File: config.mk
export PLATFORM = sky130hd
export DESIGN_NAME = fifo_apb_ctrl
export DESIGN_NICKNAME = d
export VERILOG_FILES = /design/src/rtl/fifo_apb_ctrl.sv
export SDC_FILE = /design/constraint.sdc
export NUM_CORES = 1
export LEC_CHECK = 0
export CAP_MARGIN = 25
export CELL_PAD_IN_SITES_DETAIL_PLACEMENT = 1
export CELL_PAD_IN_SITES_GLOBAL_PLACEMENT = 1
export CORE_MARGIN = 4
export CORE_UTILIZATION = 49
export DETAILED_ROUTE_END_ITERATION = 10
export DONT_BUFFER_PORTS = 1
export HOLD_SLACK_MARGIN = 0.08
export PLACE_DENSITY_LB_ADDON = 0.1
export SETUP_SLACK_MARGIN = 0.1
export SYNTH_ARGS = -nofsm -noshare
export SYNTH_HDL_FRONTEND = slang
export SYNTH_SLANG_ARGS = --single-unit
File: constraint.sdc
create_clock -name PCLK -period 2.37 [get_ports PCLK]
set_input_delay 0.237 -clock PCLK [delete_from_list [all_inputs] [get_ports PCLK]]
set_output_delay 0.237 -clock PCLK [all_outputs]
set_load 0.02 [all_outputs]
File: src/rtl/fifo_apb_ctrl.sv
// APB master that streams bytes into an APB FIFO peripheral and pops them back out to a stream.
// Optional macro FIFO_APB_CTRL_RR_EN: alternate read/write when both are eligible (default: read first).
module fifo_apb_ctrl #(
  parameter int unsigned PREADY_TIMEOUT = 16
) (
  input  logic        PCLK,
  input  logic        PRESETn,
  input  logic        en,
  input  logic        err_clr,
  output logic        err,
  output logic [3:0]  PADDR,
  output logic [31:0] PWDATA,
  output logic        PWRITE,
  output logic        PSEL,
  output logic        PENABLE,
  input  logic [31:0] PRDATA,
  input  logic        PREADY,
  input  logic        s_valid,
  input  logic [7:0]  s_data,
  output logic        s_ready,
  output logic        m_valid,
  output logic [7:0]  m_data,
  input  logic        m_ready
);

  localparam logic [3:0] ADDR_STATUS = 4'h0;
  localparam logic [3:0] ADDR_WDATA  = 4'h4;
  localparam logic [3:0] ADDR_RDATA  = 4'h8;
  localparam logic [7:0] TMO_LAST    = 8'(PREADY_TIMEOUT - 1);

  typedef enum logic [2:0] {
    IDLE, ST_SETUP, ST_ACCESS, DECIDE, WR_SETUP, WR_ACCESS, RD_SETUP, RD_ACCESS
  } state_t;

  state_t      r_state;
  logic [7:0]  r_tmo_cnt;
  logic        r_full;
  logic        r_empty;
  logic        r_err;
  logic [3:0]  r_paddr;
  logic [31:0] r_pwdata;
  logic        r_pwrite;
  logic        r_psel;
  logic        r_penable;
  logic        r_m_valid;
  logic [7:0]  r_m_data;

  logic w_in_access;
  logic w_timeout;
  logic w_wr_ok;
  logic w_rd_ok;
  logic w_pick_rd;
  logic w_xfer_done;
  logic w_unused_prdata;

  assign w_in_access = (r_state == ST_ACCESS) || (r_state == WR_ACCESS) || (r_state == RD_ACCESS);
  assign w_timeout   = w_in_access && !PREADY && (r_tmo_cnt == TMO_LAST);
  assign w_wr_ok     = s_valid && !r_full;
  assign w_rd_ok     = !r_m_valid && !r_empty;
  assign w_xfer_done = ((r_state == WR_ACCESS) || (r_state == RD_ACCESS)) && PREADY;
  assign w_unused_prdata = ^PRDATA[31:8];

`ifdef FIFO_APB_CTRL_RR_EN
  logic r_rr_rd;
  assign w_pick_rd = w_rd_ok && (!w_wr_ok || r_rr_rd);

  always_ff @(posedge PCLK or negedge PRESETn) begin
    if (!PRESETn)         r_rr_rd <= 1'b1;
    else if (w_xfer_done) r_rr_rd <= !r_rr_rd;
  end
`else
  assign w_pick_rd = w_rd_ok;
`endif

  // s_ready is decoded rather than registered so it marks the exact edge the write completes.
  assign s_ready = (r_state == WR_ACCESS) && PREADY;

  assign err     = r_err;
  assign PADDR   = r_paddr;
  assign PWDATA  = r_pwdata;
  assign PWRITE  = r_pwrite;
  assign PSEL    = r_psel;
  assign PENABLE = r_penable;
  assign m_valid = r_m_valid;
  assign m_data  = r_m_data;

  // NOTE: all state updates use non-blocking assignments so every register sees pre-edge values.
  always_ff @(posedge PCLK or negedge PRESETn) begin
    if (!PRESETn) begin
      r_state   <= IDLE;
      r_tmo_cnt <= 8'd0;
      r_full    <= 1'b0;
      r_empty   <= 1'b1;
      r_err     <= 1'b0;
      r_paddr   <= 4'h0;
      r_pwdata  <= 32'h0;
      r_pwrite  <= 1'b0;
      r_psel    <= 1'b0;
      r_penable <= 1'b0;
      r_m_valid <= 1'b0;
      r_m_data  <= 8'h0;
    end else begin
      if (r_m_valid && m_ready) r_m_valid <= 1'b0;

      if (w_timeout)    r_err <= 1'b1;
      else if (err_clr) r_err <= 1'b0;

      if (w_in_access) r_tmo_cnt <= r_tmo_cnt + 8'd1;
      else             r_tmo_cnt <= 8'd0;

      if (w_timeout) begin
        r_state   <= IDLE;
        r_psel    <= 1'b0;
        r_penable <= 1'b0;
      end else begin
        case (r_state)
          IDLE: begin
            if (en && (s_valid || !r_m_valid)) begin
              r_state  <= ST_SETUP;
              r_psel   <= 1'b1;
              r_paddr  <= ADDR_STATUS;
              r_pwrite <= 1'b0;
            end
          end
          ST_SETUP: begin
            r_state   <= ST_ACCESS;
            r_penable <= 1'b1;
          end
          ST_ACCESS: begin
            if (PREADY) begin
              r_full    <= PRDATA[1];
              r_empty   <= PRDATA[0];
              r_state   <= DECIDE;
              r_psel    <= 1'b0;
              r_penable <= 1'b0;
            end
          end
          DECIDE: begin
            if (!en) begin
              r_state <= IDLE;
            end else if (w_pick_rd) begin
              r_state  <= RD_SETUP;
              r_psel   <= 1'b1;
              r_paddr  <= ADDR_RDATA;
              r_pwrite <= 1'b0;
            end else if (w_wr_ok) begin
              r_state  <= WR_SETUP;
              r_psel   <= 1'b1;
              r_paddr  <= ADDR_WDATA;
              r_pwrite <= 1'b1;
              r_pwdata <= {24'h0, s_data};
            end else begin
              r_state <= IDLE;
            end
          end
          WR_SETUP, RD_SETUP: begin
            r_state   <= (r_state == WR_SETUP) ? WR_ACCESS : RD_ACCESS;
            r_penable <= 1'b1;
          end
          WR_ACCESS: begin
            if (PREADY) begin
              r_state   <= IDLE;
              r_psel    <= 1'b0;
              r_penable <= 1'b0;
            end
          end
          RD_ACCESS: begin
            if (PREADY) begin
              r_m_data  <= PRDATA[7:0];
              r_m_valid <= 1'b1;
              r_state   <= IDLE;
              r_psel    <= 1'b0;
              r_penable <= 1'b0;
            end
          end
          default: r_state <= IDLE;
        endcase
      end
    end
  end

endmodule

# Word-level counts from Yosys, hierarchy flattened
# Cells that the tools add are included.
# totals
reg_bits	38
latch_bits	0
mem_bits_rw	0
romBits	0
in_bits	47
out_inout_bits	50
word_cells	96
memories	0
# classes
add_sub_neg	1
mul	0
div	0
magnitude_cmp	0
eq_ne	17
n_shift	0
mux	34
n_bitwise	2
n_reduce_logical	30
# ops
operator	n
2-to-1 mux 3 bit	7
one-hot mux 3 bit (6 select lines)	1
2-to-1 mux 1 bit	16
2-to-1 mux 4 bit	4
AND reduction 5 bit	3
== test 3 bit, second input constant	4
inequality test 3 bit, second input constant	4
AND reduction 3 bit	3
adder 8 x 1 -> 8 bit, second input constant	1
== test 8 x 4 -> 1 bit, second input constant	1
2-to-1 mux 8 bit	1
one-hot mux 4 bit (2 select lines)	1
logical AND 1 bit	7
== test 3 x 2 -> 1 bit, second input constant	2
inequality test 3 x 1 -> 1 bit, second input constant	2
OR reduction 3 bit	2
logical NOT 1 bit	4
inequality test 2 bit, second input constant	2
inequality test 4 bit, second input constant	1
one-hot mux 1 bit (2 select lines)	2
nonzero test 2 bit	2
nonzero test 4 bit	1
OR reduction 2 bit	2
== test 3 x 1 -> 1 bit, second input constant	1
other kinds (7)	10

# Logic depth before layout (Yosys ltp)
# logic_depth
word_depth	7
ltp_mapped	5
depth_no_buf	5

# Worst setup path before layout
# Ideal clock, no wire load.
# synth_path
kind	register to register
from	register r_state[2]
to	register r_pwdata[0], in the netlist PWDATA[0]
setup_time_ns	0.125
arrival_time_ns	1.410
t_required_ns	2.245
slack_ns	0.836
path_stages_with_launch	5
path_buffers	1
synth_period_minus_slack_ns	1.534
path_cell_list	dfrtp_1 > buf_6 > nand4b_4 > nor3b_4 > mux2_2
# synth_between
elab_chain_len	7
word_cells_on_any_way	10
cone_classes	4 x eq/ne; 1 x bitwise; 5 x reduce/logical
# synth_rtl
item	line_no	text
start: declaration	35	state_t r_state;
start signal: assignment	157	r_state <= (r_state == WR_SETUP) ? WR_ACCESS : RD_ACCESS;
== test 3 x 2 -> 1 bit or == test 3 bit (tied branches)	56	assign w_in_access = (r_state == ST_ACCESS) || (r_state == WR_ACCESS) || (r_state == RD_ACCESS);
logical OR 1 bit (2 in series)	56	
logical AND 1 bit (2 in series)	57	assign w_timeout = w_in_access && !PREADY && (r_tmo_cnt == TMO_LAST);
inverter 1 bit (no source line)	--	
AND reduction 5 bit (no source line) *	--	
end signal: assignment	151	r_pwdata <= {24'h0, s_data};
end: declaration	41	logic [31:0] r_pwdata;
# Mark *: on every way between the ends. The rest lies on a longest branch, timed or not.
# A chain may end at the register's enable or synchronous reset.

# Worst setup path in the final report
# layout_path
from	register r_state[0]
to	register r_err, in the netlist err
# layout_between
elab_chain_len	6
word_cells_on_any_way	9
cone_classes	3 x eq/ne; 1 x mux; 5 x reduce/logical
# layout_rtl
item	line_no	text
== test 3 x 2 -> 1 bit or == test 3 bit (tied branches)	56	
logical OR 1 bit	56	
logical OR 1 bit *	56	
logical AND 1 bit * (2 in series)	57	
2-to-1 mux 1 bit or nonzero test 2 bit (tied branches)	--	
end signal: assignment	94	r_err <= 1'b0;
end signal: assignment	105	if (w_timeout) r_err <= 1'b1;
end signal: assignment	106	else if (err_clr) r_err <= 1'b0;
end: declaration	39	logic r_err;
# Marks and branches as above.

==> run metrics <==
outcome complete, no violations; CTS Sinks 35; PwrDens 1119 nW/um^2; Comb power frac 0.248; vias 1,127; number of H-tree levels 2; minimum setup slack after placement 0.5647 ns; class of the worst hold path input port to flop; top-area cell type share of the netlist area 0.4823; number of antenna violations at the first check in global routing 0; hold endpoint r_state[0]; most common flop cell mapped by yosys sky130_fd_sc_hd__dfrtp_1; most common cell in the netlist sky130_fd_sc_hd__dfrtp_1; Worst EP arrival 2.32 ns; syn avg cell area 11.61 um^2; number of setup violations in the final report 0; detailed-route DRC error count 0; R2R cell count 4; max capacitance violation total 0; slowest cell on the critical path sky130_fd_sc_hd__dlygate4sd3_1; DR pass1 iterations 4; CP delay by family, top buffers and inverters; clock buffer depth 2; number of vias per cell after detailed routing 5.100; shortest period the worst path allows 2.096 ns; Syn Std Cell Area 1764 um^2; TritonCTS clock tree built; synthesized flop and latch total 35; Mapped Cells 152; Reg power frac 0.559; Final Routed Wirelength 3.843 mm; async set or reset register ratio after synthesis 1.000; antenna-violating nets left 0; setup slack on the worst flop-to-flop path 0.27 ns; number of cells upsized or downsized after cts 0; headroom to the max-slew limit 0.6484; Critical Path Fanout Max 13; Core Region 3416 um^2; minimum setup slack in the final design 0.2740 ns; width of the die 68.01 um; overall die height 68.01 um; worst setup path start r_state[0]; number of max-slew violations in the final report 0; Setup Total Neg Slack 0 ns; switching power 0.0009097 W; clock group share of total power 0.193; Area Overhead vs Synth 12.41%; post-synth top area cell sky130_fd_sc_hd__dfrtp_1; RePlAce Congestion 0.7506; RSZ-0062 raised after global routing false; aggregate global routing overflow 0; number of hold buffers added after cts 21; # diodes 0; via count of the first global-routing pass 1,233; Warnings, synthesis 0; standby leakage power 0.9454 nW; fill count 369; buffers inserted during post-CTS setup optimization 0; register area share after synthesis 0.4972; largest net degree at the start of global routing 36; hold wc startpoint PREADY; half-perimeter wire length after detailed placement 2.552 mm; depth of the worst hold-timing path 3; total placed instance area 1684 um^2; Die Footprint 4625 um^2; number of primary I/O pins 97; source of the worst register-to-register timing path r_state[0]; first-pass GRT wire length 5.989 mm; Net Sw Frac 0.4100; actual transition at the worst max-transition pin 0.5269 ns; Worst VDD drop 0.6804 mV; detail-routed net length per standard cell 17.39 um; Worst path max stage delay 0.57 ns; critical path required time 2.59 ns; largest cells by area after synthesis sky130_fd_sc_hd__dfrtp_1 48%, sky130_fd_sc_hd__buf_4 12%, sky130_fd_sc_hd__mux2_2 11%, sky130_fd_sc_hd__nor2_1 2.3%, sky130_fd_sc_hd__xor2_1 2.0%; number of nets at the end of the flow 222; most frequent cells after synthesis 34 x sky130_fd_sc_hd__dfrtp_1, 28 x sky130_fd_sc_hd__buf_4, 18 x sky130_fd_sc_hd__mux2_2; total number of placement rows 21; number of enable flip-flop cells after synthesis 0; starting utilization of the core area 0.5165; clock root buffer sky130_fd_sc_hd__clkbuf_4; CP Launch Type flop; distinct cell type count after synthesis 41; Max Freq 477.1 MHz; Skew-Pair Late Insertion Delay 0.33 ns; kind of end point of the critical path flop; Final period util 0.8844; count of routing violations after the opening detailed-route iteration 50; share of layout cells above drive strength 1 0.1829; Worst Path Buf+Inv 1; setup skew after layout 0.008122 ns; core utilization of the finished layout 0.5806; overall power 0.002219 W; internal power 0.001309 W; area of all placed cells without fillers 1983 um^2; total CTS buffers 5; gr usage total 0.1760; final number of hold-violating endpoints 0; crit-path cells and2_0 -> a21oi_2 -> o32ai_1 -> dlygate4sd3_1; Buffers on Ports 0; clock-pin transition on the worst setup and hold timing paths 0.11 ns; CP Class flop to flop; endpoint of the most critical register-to-register path err
-- cells by family after synthesis --
group                    after synthesis  share of synthesized area
flip-flops                            35                     0.4972
other                                  1                   0.002126
buffers and inverters                 36                     0.1418
AND/OR/NAND/NOR                       36                     0.1277
multiplexers                          18                     0.1149
adder cells (fa/ha/maj)                2                    0.01277
AO/OA/AOI/OAI                         18                    0.07377
XOR/XNOR                               6                    0.02979
-- final cells by class --
type | instances | area, um^2 | share of cell area
inverter | 5 | 18.77 | 0.009464
sequential | 35 | 877.1 | 0.4423
timing repair buffer | 21 | 220.2 | 0.1110
clock inverter | 2 | 37.54 | 0.01893
clock buffer | 6 | 41.29 | 0.02082
tap | 46 | 57.56 | 0.02902
multi-input combinational | 106 | 730.7 | 0.3685
-- layout by cell type (no fill, tap or decap), types with 2 or more instances in the layout --
cell type                        n
sky130_fd_sc_hd__dfrtp_1        34
sky130_fd_sc_hd__conb_1         26
sky130_fd_sc_hd__dlygate4sd3_1  20
sky130_fd_sc_hd__mux2_2         18
sky130_fd_sc_hd__nor2_1         11
sky130_fd_sc_hd__nand3_1         6
sky130_fd_sc_hd__inv_1           5
sky130_fd_sc_hd__clkbuf_4        5
sky130_fd_sc_hd__xor2_1          4
sky130_fd_sc_hd__o21ai_0         4
sky130_fd_sc_hd__and3_1          3
sky130_fd_sc_hd__xnor2_1         2
sky130_fd_sc_hd__nor2b_1         2
sky130_fd_sc_hd__nand2_1         2
sky130_fd_sc_hd__o311ai_0        2
sky130_fd_sc_hd__a21o_1          2
sky130_fd_sc_hd__nor3_1          2
-- worst min-delay path, cell delays in order --
cell and delay (ns):
sky130_fd_sc_hd__nand2_1 0.07, sky130_fd_sc_hd__o21a_1 0.12, sky130_fd_sc_hd__o22ai_1 0.07
-- layer usage --
metal / up-vias / wire, um / global-route usage
met5: - / 0 / 0
met4: 0 / 38 / 0.06452
met3: 5 / 366 / 0.07553
met2: 54 / 1913 / 0.2864
met1: 553 / 1526 / 0.2059
li1: 515 / - / -
-- worst max-delay path by stage --
stage | endpoint | slack, ns | cells after the start
2_1_floorplan | PWDATA[0] | 0.84 | 4
3_3_place_gp | PWDATA[1] | 0.65 | 3
3_5_place_dp | PWDATA[7] | 0.56 | 3
4_1_cts | err | 0.26 | 4
5_1_grt | err | 0.11 | 4
6_report | err | 0.27 | 4
-- power groups by stage --
stage	clock [W]	combinational, W	sequential (W)
floorplan	0	0.000555	0.00113
global placement	0	0.000470	0.00124
detailed placement	0	0.000504	0.00125
CTS	0.000439	0.000550	0.00124
global route	0.000469	0.000624	0.00127
finish	0.000428	0.000550	0.00124
-- metrics by stage --
stage | std cells | hold WS, ns
after floorplan | 177 | -0.05859
after global placement | 192 | -0.05754
after detailed placement | 192 | -0.05779
after CTS | 221 | 0.1979
after global routing | 221 | 0.2027
final | 221 | 0.2036
-- state kept, by name (all words and copies together) (netlist names) --
register,flops
PADDR,2
PENABLE,1
PSEL,1
PWDATA,8
err,1
m_data,8
m_valid,1
r_empty,1
r_full,1
r_state,3
r_tmo_cnt,8
No activity file was read; power rests on OpenSTA's default activity.
